===== src/rtl/fb_pkg.sv =====
// Shared constants, FSM encoding and byte-select helper for the framebuffer fetch arbiter.
// Default raster timing is 640x480@60 with a 320-pixel, 8 bpp source row.
package fb_pkg;

    localparam int unsigned FB_H_VISIBLE      = 640;
    localparam int unsigned FB_H_TOTAL        = 800;
    localparam int unsigned FB_V_VISIBLE      = 480;
    localparam int unsigned FB_V_TOTAL        = 525;
    localparam int unsigned FB_WORDS_PER_LINE = 80;

    localparam int unsigned FB_ADDR_W = 15;
    localparam int unsigned CNT_W     = 10;
    localparam int unsigned DATA_W    = 32;
    localparam int unsigned PIX_W     = 8;

    typedef enum logic [1:0] {
        IDLE  = 2'd0,
        FETCH = 2'd1,
        DRAIN = 2'd2
    } fb_state_e;

    // Byte 0 sits in bits [7:0] of a framebuffer word.
    function automatic logic [PIX_W-1:0] word_byte(input logic [DATA_W-1:0] w,
                                                   input logic [1:0]        sel);
        return PIX_W'(w >> {sel, 3'b000});
    endfunction

endpackage


===== src/rtl/fb_linebuf.sv =====
// One-line buffer for the fetch arbiter: synchronous write port, combinational read port.
// Contents are deliberately not reset; out-of-range reads return zero.
module fb_linebuf
    import fb_pkg::*;
#(
    parameter int unsigned DEPTH = FB_WORDS_PER_LINE,
    parameter int unsigned AW    = 7
) (
    input  logic              clk_pix,
    input  logic              we,
    input  logic [AW-1:0]     waddr,
    input  logic [DATA_W-1:0] wdata,
    input  logic [AW-1:0]     raddr,
    output logic [DATA_W-1:0] rdata_c
);

    logic [DATA_W-1:0] mem [DEPTH];

    always_ff @(posedge clk_pix) begin
        if (we && (32'(waddr) < DEPTH)) begin
            mem[waddr] <= wdata;
        end
    end

    always_comb begin
        rdata_c = '0;
        if (32'(raddr) < DEPTH) begin
            rdata_c = mem[raddr];
        end
    end

endmodule


===== src/rtl/fb_fetch_arbiter.sv =====
// Framebuffer fetch arbiter: prefetches the next source row into a line buffer during
// horizontal blanking, shares the single-port RAM with a host write channel (fetch wins),
// and emits line-doubled 8 bpp pixel indices. Define FB_ARB_UNDERRUN_EN for late-fetch detection.
module fb_fetch_arbiter
    import fb_pkg::*;
#(
    parameter int unsigned H_VISIBLE      = FB_H_VISIBLE,
    parameter int unsigned H_TOTAL        = FB_H_TOTAL,
    parameter int unsigned V_VISIBLE      = FB_V_VISIBLE,
    parameter int unsigned V_TOTAL        = FB_V_TOTAL,
    parameter int unsigned WORDS_PER_LINE = FB_WORDS_PER_LINE
) (
    input  logic                 clk_pix,
    input  logic                 resetn,
    input  logic [CNT_W-1:0]     hcount,
    input  logic [CNT_W-1:0]     vcount,
    input  logic                 de,
    input  logic                 wr_valid,
    output logic                 wr_ready,
    input  logic [FB_ADDR_W-1:0] wr_addr,
    input  logic [DATA_W-1:0]    wr_data,
    output logic                 mem_en,
    output logic                 mem_we,
    output logic [FB_ADDR_W-1:0] mem_addr,
    output logic [DATA_W-1:0]    mem_wdata,
    input  logic [DATA_W-1:0]    mem_rdata,
    output logic [PIX_W-1:0]     pix_data,
    output logic                 underrun
);

    localparam int unsigned IDX_W = (WORDS_PER_LINE > 1) ? $clog2(WORDS_PER_LINE) : 1;
    localparam int unsigned COL_W = CNT_W - 3;
    localparam int unsigned LB_AW = (IDX_W > COL_W) ? IDX_W : COL_W;

    fb_state_e              state;
    logic [IDX_W-1:0]       word_idx;
    logic [IDX_W-1:0]       rd_idx;
    logic                   rd_pend;
    logic [CNT_W-1:0]       vnext;
    logic                   fetch_trig;
    logic [FB_ADDR_W-1:0]   fetch_addr;
    logic [DATA_W-1:0]      lb_rdata;

    // Next displayed line selects the source row; vnext>>1 gives line doubling.
    always_comb begin
        vnext      = (vcount == CNT_W'(V_TOTAL - 1)) ? '0 : vcount + CNT_W'(1);
        fetch_trig = (hcount == CNT_W'(H_VISIBLE)) && (vnext < CNT_W'(V_VISIBLE));
        fetch_addr = FB_ADDR_W'(32'(vnext >> 1) * WORDS_PER_LINE + 32'(word_idx));
    end

    // Fetch sequencer; rd_pend/rd_idx track the read whose data returns next cycle.
    always_ff @(posedge clk_pix or negedge resetn) begin
        if (!resetn) begin
            state    <= IDLE;
            word_idx <= '0;
            rd_idx   <= '0;
            rd_pend  <= 1'b0;
        end else begin
            rd_pend <= (state == FETCH);
            rd_idx  <= word_idx;
            case (state)
                IDLE: begin
                    if (fetch_trig) begin
                        state    <= FETCH;
                        word_idx <= '0;
                    end
                end
                FETCH: begin
                    if (word_idx == IDX_W'(WORDS_PER_LINE - 1)) begin
                        state    <= DRAIN;
                        word_idx <= '0;
                    end else begin
                        word_idx <= word_idx + IDX_W'(1);
                    end
                end
                DRAIN: begin
                    state <= IDLE;
                end
                default: begin
                    state <= IDLE;
                end
            endcase
        end
    end

    // RAM port mux: the host only gets the port in IDLE cycles that do not start a fetch.
    always_comb begin
        wr_ready  = resetn && (state == IDLE) && !fetch_trig;
        mem_en    = 1'b0;
        mem_we    = 1'b0;
        mem_addr  = wr_addr;
        mem_wdata = wr_data;
        if (state == FETCH) begin
            mem_en   = 1'b1;
            mem_addr = fetch_addr;
        end else if (wr_valid && wr_ready) begin
            mem_en = 1'b1;
            mem_we = 1'b1;
        end
    end

    fb_linebuf #(
        .DEPTH (WORDS_PER_LINE),
        .AW    (LB_AW)
    ) u_linebuf (
        .clk_pix (clk_pix),
        .we      (rd_pend),
        .waddr   (LB_AW'(rd_idx)),
        .wdata   (mem_rdata),
        .raddr   (LB_AW'(hcount >> 3)),
        .rdata_c (lb_rdata)
    );

    // Each word covers 8 output pixels: 4 source bytes, each shown twice.
    always_ff @(posedge clk_pix or negedge resetn) begin
        if (!resetn) begin
            pix_data <= '0;
        end else if (de && (hcount < CNT_W'(H_TOTAL))) begin
            pix_data <= word_byte(lb_rdata, hcount[2:1]);
        end else begin
            pix_data <= '0;
        end
    end

`ifdef FB_ARB_UNDERRUN_EN
    // Sticky: a fetch still running on the last pixel of a line arrived too late.
    always_ff @(posedge clk_pix or negedge resetn) begin
        if (!resetn) begin
            underrun <= 1'b0;
        end else if ((hcount == CNT_W'(H_TOTAL - 1)) && (state != IDLE)) begin
            underrun <= 1'b1;
        end
    end
`else
    assign underrun = 1'b0;
`endif

endmodule


===== config.mk =====
export PLATFORM = sky130hd
export DESIGN_NAME = fb_fetch_arbiter
export DESIGN_NICKNAME = d
export VERILOG_FILES = /design/src/rtl/fb_pkg.sv /design/src/rtl/fb_linebuf.sv /design/src/rtl/fb_fetch_arbiter.sv
export SDC_FILE = /design/constraint.sdc
export NUM_CORES = 2
export LEC_CHECK = 0
export BUFFER_PORTS_ARGS = -buffer_cell sky130_fd_sc_hd__clkbuf_2
export CAP_MARGIN = 0
export CORE_ASPECT_RATIO = 1.75
export CORE_MARGIN = 5
export CORE_UTILIZATION = 62
export DETAILED_ROUTE_END_ITERATION = 6
export PLACE_DENSITY = 0.79
export SLEW_MARGIN = 30
export SYNTH_ARGS = -nofsm -noshare
export SYNTH_HDL_FRONTEND = slang
export SYNTH_SLANG_ARGS = --single-unit

===== constraint.sdc =====
create_clock -name clk_pix -period 9 [get_ports clk_pix]
set_clock_uncertainty 0.1 [all_clocks]
set_input_delay 0.45 -clock clk_pix [delete_from_list [all_inputs] [get_ports clk_pix]]
set_output_delay 0.45 -clock clk_pix [all_outputs]
set_load 0.01 [all_outputs]

=== Word-level counts from Yosys, hierarchy flattened ===
Memory sizes are Yosys's and may differ from the RTL's.
Index checks and enable logic that the tools add are counted.

* Register bits: 25
* Bits in latches: 0
* Memory bits (writable): 2560
* Memory bits (read-only): 0
* Word-level logic and storage cells: 47
* Memories: 1

{| class="wikitable"
|+ Memories
! memory !! depth !! bits a word !! read ports !! clocked after Yosys merged registers in !! wr ports !! RTL line !! text
|-
| u_linebuf.mem || 80 || 32 || 1 || 0 || 1 || fb_linebuf.sv:17 || <nowiki>logic [DATA_W-1:0] mem [DEPTH];</nowiki>
|}

* $add $sub $neg: 3
* Multipliers: 1
* Div/mod/pow operators: 0
* Order comparisons: 4
* Equality and inequality tests: 6
* Shift-type cells: 1
* Multiplexer cells: 15
* Bitwise operators: 0
* Reductions and logical operators: 11

{| class="wikitable"
|+ Operator list
! cell !! number
|-
| 32-bit 2-to-1 mux || 1
|-
| 32-bit by 5-bit >> shifter with 8-bit output || 1
|-
| 10-bit equality test, second input constant || 2
|-
| 15-bit by 7-bit adder with 15-bit output || 1
|-
| 15-bit 2-to-1 mux || 1
|-
| 7-bit < comparator, second input constant || 2
|-
| 7-bit 2-to-1 mux || 2
|-
| 7-bit one-hot mux with 2 select lines || 1
|-
| 9-bit by 3-bit multiplier with 11-bit output, second input constant || 1
|-
| 10-bit by 1-bit adder with 10-bit output, second input constant || 1
|-
| 10-bit < comparator, second input constant || 1
|-
| 10-bit by 9-bit < comparator with 1-bit output, second input constant || 1
|-
| 10-bit 2-to-1 mux || 1
|-
| 8-bit 2-to-1 mux || 1
|-
| 7-bit by 1-bit adder with 7-bit output, second input constant || 1
|-
| 7-bit equality test, second input constant || 1
|-
| 1-bit logical AND || 6
|-
| 1-bit 2-to-1 mux || 5
|-
| 2-bit 2-to-1 mux || 2
|-
| 2-bit one-hot mux with 2 select lines || 1
|-
| 2-bit AND reduction || 2
|-
| 2-bit by 1-bit equality test with 1-bit output, second input constant || 1
|-
| 2-bit zero test || 1
|-
| 2-bit by 1-bit inequality test with 1-bit output, second input constant || 1
|-
| other kinds (3) || 3
|}

=== Longest topological paths before layout ===
* Depth in word-level cells: 9
* Mapped depth: 15

=== Cells and area by module ===
Synthesis repeated with hierarchy kept, for this count alone.

* Cells, all modules: 4627
* Area, all modules: 100293.7 um^2

{| class="wikitable"
|+ Modules (own cells, without submodules)
! module !! times used !! cells each !! area an instance (um^2) !! seq. area each (um^2)
|-
| fb_linebuf || 1 || 4327 || 97711.2 || 76873.7
|-
| fb_fetch_arbiter || 1 || 300 || 2582.5 || 625.6
|}

=== Least setup slack after synthesis ===
No wires, ideal clock.

* Path type: input to output
* Start point: input port vcount[4]
* End point: output port mem_addr[14]
* Arrival time: 4107 ps
* Required time: 8450 ps
* Path slack: 4343 ps
* Stages on the path: 14
* Path buffers: 1
* Cells stage by stage: clkbuf_1 -> or3_1 -> or4_1 -> and2_1 -> ha_1 -> ha_1 -> fa_1 -> a21o_1 -> a21oi_1 -> nor4_1 -> a2111oi_0 -> nor3_1 -> xnor3_1 -> o21ai_0

* Longest elaborated chain between the ends: 5
* Elaborated cells on any way between the ends: 6
* Classes of those cells: add/sub (2); mul (1); eq/ne (1); mux (2)

{| class="wikitable"
|+ Ends and longest elaborated chain
! element !! RTL line !! text
|-
| start, declared || fb_fetch_arbiter.sv:16 || <nowiki>input logic [CNT_W-1:0] vcount,</nowiki>
|-
| 10-bit by 1-bit adder with 10-bit output / 10-bit equality test (equally long branches) || fb_fetch_arbiter.sv:46 || <nowiki>vnext = (vcount == CNT_W'(V_TOTAL - 1)) ? '0 : vcount + CNT_W'(1);</nowiki>
|-
| 10-bit 2-to-1 mux * || fb_fetch_arbiter.sv:46 ||
|-
| 9-bit by 3-bit multiplier with 11-bit output * || fb_fetch_arbiter.sv:48 || <nowiki>fetch_addr = FB_ADDR_W'(32'(vnext >> 1) * WORDS_PER_LINE + 32'(word_idx));</nowiki>
|-
| 15-bit by 7-bit adder with 15-bit output * || fb_fetch_arbiter.sv:48 ||
|-
| 15-bit 2-to-1 mux * || fb_fetch_arbiter.sv:93 || <nowiki>if (state == FETCH) begin</nowiki>
|-
| end, declared || fb_fetch_arbiter.sv:24 || <nowiki>output logic [FB_ADDR_W-1:0] mem_addr,</nowiki>
|}

Mark *: on every way between the ends. The rest lies on a longest branch, timed or not.

=== Final worst setup path ===
Ends and elaborated chain as after synthesis.

==> impl_summary.txt <==
----------------------------------------------------
[Run status]
  Status ... finished with violations
  Violated checks ... DRC

[Placement]
  HPWL reported at the end of detailed placement ... 146700 um
  Port Buf Inserts ... 96
  Worst slack, placed ... 3.900 ns
  Gp weighted congestion ... 0.9629

[Floorplanning]
  I/O pins ... 162
  Horizontal die dimension ... 314.0 um
  Die Footprint ... 0.1702 mm2
  # rows ... 195
  Core area ... 0.1610 mm2
  Initial cell density of the core ... 0.6226
  Die Y-Extent ... 542.0 um

[Drt]
  Antenna-violating nets left ... 0
  Via count normalized by instance count ... 7.444
  Aggregate routed wire length ... 280600 um
  Via count of the routed design ... 51430
  Drt initial violations ... 9405
  DRC violations left ... 167
  DRT Pass-1 Iters ... 7
  Routed wirelength normalized by instance count ... 40.61 um

[Critical path]
  Critical path start-end classification ... in -> out
  Element type at the critical path end ... output port
  Required time reported for the critical path endpoint ... 8.45 ns
  Crit-path max FO ... 9
  Startpoint type of the worst setup path ... input port
  Data arrival at the endpoint of the critical path ... 4.55 ns

[Synth]
  Share of Yosys cell area claimed by the top area cell type ... 0.7668
  Post-Syn Instances ... 4435
  Biggest area consumer among synthesized cells ... sky130_fd_sc_hd__edfxtp_1
  Nets in the synthesized netlist ... 4557
  Arithmetic-cell share of the synthesized area counting full adders, half adders and majority gates ... 0.002546
  Post-synthesis instance area ... 0.1003 mm2
  Post-synthesis share of cell area spent on xor and xnor gates ... 0.002147
  Async set-reset flop share out of synthesis ... 0.009671
  Area fraction in compound gates after synthesis ... 0.02034
  Mean area per synthesized cell ... 22.61 um2
  Seq/Total Area, Yosys ... 0.7730
  Post-Synth Simple-Gate Area ... 0.02001
  Flip-flop and latch count after synthesis ... 2585
  Count of flip-flops with a built-in enable after synthesis ... 2560
  Top cells by area in the synthesized netlist ... sky130_fd_sc_hd__edfxtp_1 77%, sky130_fd_sc_hd__mux4_2 16%, sky130_fd_sc_hd__mux2i_1 0.71%, sky130_fd_sc_hd__buf_4 0.63%, sky130_fd_sc_hd__dfrtp_1 0.62%
  Mux cell area share after synthesis ... 0.1656
  Number of distinct library cells after synthesis ... 79
  Dominant register cell in the synthesized netlist ... sky130_fd_sc_hd__edfxtp_1
  Number of warnings printed during yosys synthesis ... 0
  Main combinational cell family by area after synthesis ... multiplexers

[Clocking]
  H-tree Lvls ... 4
  Worst-skew pair later-pin latency ... 0.85 ns
  CTS max path bufs ... 4
  Number of buffers created by CTS ... 209
  Clock transition at path regs ... 0.07 ns
  Count of cells resized by post-cts repair ... 0
  Buffer cell driving the clock tree root ... sky130_fd_sc_hd__clkbuf_16
  TritonCTS clock tree ... built
  Count of clock tree sinks ... 2585

[Timing]
  Hold violation count in the final report ... 0
  Worst slew pin tran ... 1.263 ns
  Final Slew Violations ... 0
  Setup violations, final ... 0
  Setup repair after global routing missed its margin ... no
  Fmax achieved ... 196.2 MHz
  Slew margin rel. ... 0.1526
  Hold slack final ... 0.01323 ns
  Final worst-path cycle share ... 0.5663
  Setup TNS ... 0 ns
  Tmin final ... 5.097 ns
  Final worst slack ... 3.903 ns

[Power]
  Internal power summed over all cells ... 18.83 mW
  Cell leakage power ... 34.52 nW
  Share of total power in sequential cells ... 0.554
  Switching power as a share of total power ... 0.2157
  Clk network pwr share ... 0.387
  Final total power ... 24.01 mW
  Power Density ... 216.6 mW/mm2
  Combinational fraction of design power ... 0.059
  Reported net switching power ... 5.179 mW
  Max IR drop VDD ... 0.0001641 V

[Final layout]
  Layout cells sized above 1 ... 0.2872
  Most common library cell in the layout ignoring fill and taps ... sky130_fd_sc_hd__edfxtp_1
  Signed area change from the synthesized netlist to the final layout ... 10.57%
  Most used cells in the layout excluding fill and tap cells ... 2560 x sky130_fd_sc_hd__edfxtp_1, 701 x sky130_fd_sc_hd__mux4_2, 213 x sky130_fd_sc_hd__clkbuf_16
  Number of filler cells placed in the layout ... 8988
  Number of nets in the final layout ... 4776

[GRT]
  Total GRT Usage ... 0.3305
  Pin count of the biggest net entering global routing ... 141
  Antenna violations before repair ... 27
  Number of global-route vias before repair ... 51890
  Global-route wire length before repair ... 392800 um
  GR Overflow Total ... 0

[Run]
  Count of maximum capacitance violations ... 0

[Hold path]
  Hold/Removal Path Class ... in -> reg

----------------------------------------------------
flip-flops by register name, summed over array words and instances (netlist names):
register and count:
rd_pend 1, state 2, pix_data 8, rd_idx 7, u_linebuf.mem 2560, word_idx 7
layout make-up:
class                           instances  area [um2]  share of cell area
Antenna cell                           22       55.05           0.0004966
Clock buffer                          250        5499             0.04960
Clock inverter                        126        1282             0.01157
Inverter                               17       71.32           0.0006433
Multi-Input combinational cell       1569       21810              0.1967
Sequential cell                      2585       77500              0.6991
Tap cell                             2068        2587             0.02334
Timing Repair Buffer                  272        2057             0.01855
layer usage:
metal / vias up / wire length (um) / global-route usage
met2: 4838 / 139000 / 0.5370
met3: 1142 / 34180 / 0.07651
met5: - / 132 / 0.006041
met4: 12 / 23550 / 0.2243
li1: 19190 / - / -
met1: 26250 / 83700 / 0.3983
synth_stat cells, drive strengths merged (5+ instances only):
cell type / count
edfxtp: 2560
mux4: 701
buf: 184
nor2: 157
nand2: 144
clkbuf: 80
mux2i: 71
a22oi: 66
a21oi: 59
o21ai: 48
nand3: 35
dfrtp: 25
nor3: 23
ha: 18
o22ai: 16
inv: 15
nor2b: 14
a211oi: 13
xnor2: 13
nand4: 12
nor4: 11
a31oi: 10
and2: 10
o211ai: 10
mux2: 9
xor2: 9
a221oi: 8
o2111ai: 8
and3: 7
a22o: 6
a311oi: 6
nand3b: 6
or4: 6
a2111oi: 5
nand2b: 5
o31ai: 5
or2: 5
or3: 5
cells by family (layout without fill, tap and decap cells):
logic type,count (synthesis),in the layout
compound gates,297,297
xor+xnor,23,23
fa+ha+maj,20,20
simple gates,447,447
other cells,1,23
mux,781,781
buf+inv,281,665
flops,2585,2585
worst paths after layout:
path	depth (start not counted)	startpoint	slack, ns	to
worst max-delay path	15	vcount[4]	3.90	mem_addr[14]
worst min-delay path	2	mem_rdata[10]	0.01	u_linebuf.mem[15][10]
worst max register to register	7	rd_idx[4]	5.65	u_linebuf.mem[38][11]
worst min register to register	0	word_idx[1]	0.40	rd_idx[1]
max in group asynchronous	2	resetn	8.04	pix_data[3]
min in group asynchronous	2	resetn	0.16	word_idx[4]
per-stage QoR:
step | instance area (um2) | instances | util
finish | 110900 | 6909 | 0.6884
floorplan | 100300 | 4435 | -
detailed placement | 103800 | 6498 | 0.6444
global route | 110800 | 6896 | 0.6882
CTS | 110600 | 6876 | 0.6867
global placement | 103800 | 6498 | 0.6443
power groups by stage:
stage               registers, mW  clock network [mW]  logic [mW]
floorplan                    13.5                   0       0.774
detailed placement           13.6                   0        1.35
global route                 13.3                9.86        1.47
CTS                          13.3                9.32        1.37
finish                       13.3                9.28        1.42
global placement             13.6                   0        1.31
what timing repair did:
item,4_1_cts,5_1_grt
endpoints found under the hold margin,41,0
buffers inserted,0,0
endpoints found under the setup margin,0,0
hold buffers,2,0
critical path: stages:
cell	delay, ns
sky130_fd_sc_hd__clkbuf_2	0.16
sky130_fd_sc_hd__or3_1	0.43
sky130_fd_sc_hd__or4_1	0.47
sky130_fd_sc_hd__and2_1	0.21
sky130_fd_sc_hd__ha_1	0.20
sky130_fd_sc_hd__ha_1	0.24
sky130_fd_sc_hd__fa_1	0.47
sky130_fd_sc_hd__a21o_1	0.18
sky130_fd_sc_hd__a21oi_1	0.29
sky130_fd_sc_hd__nor4_1	0.09
sky130_fd_sc_hd__a2111oi_0	0.68
sky130_fd_sc_hd__nor3_1	0.16
sky130_fd_sc_hd__xnor3_1	0.20
sky130_fd_sc_hd__o21ai_0	0.16
sky130_fd_sc_hd__clkbuf_2	0.17
No activity file was read; power rests on OpenSTA's default activity.
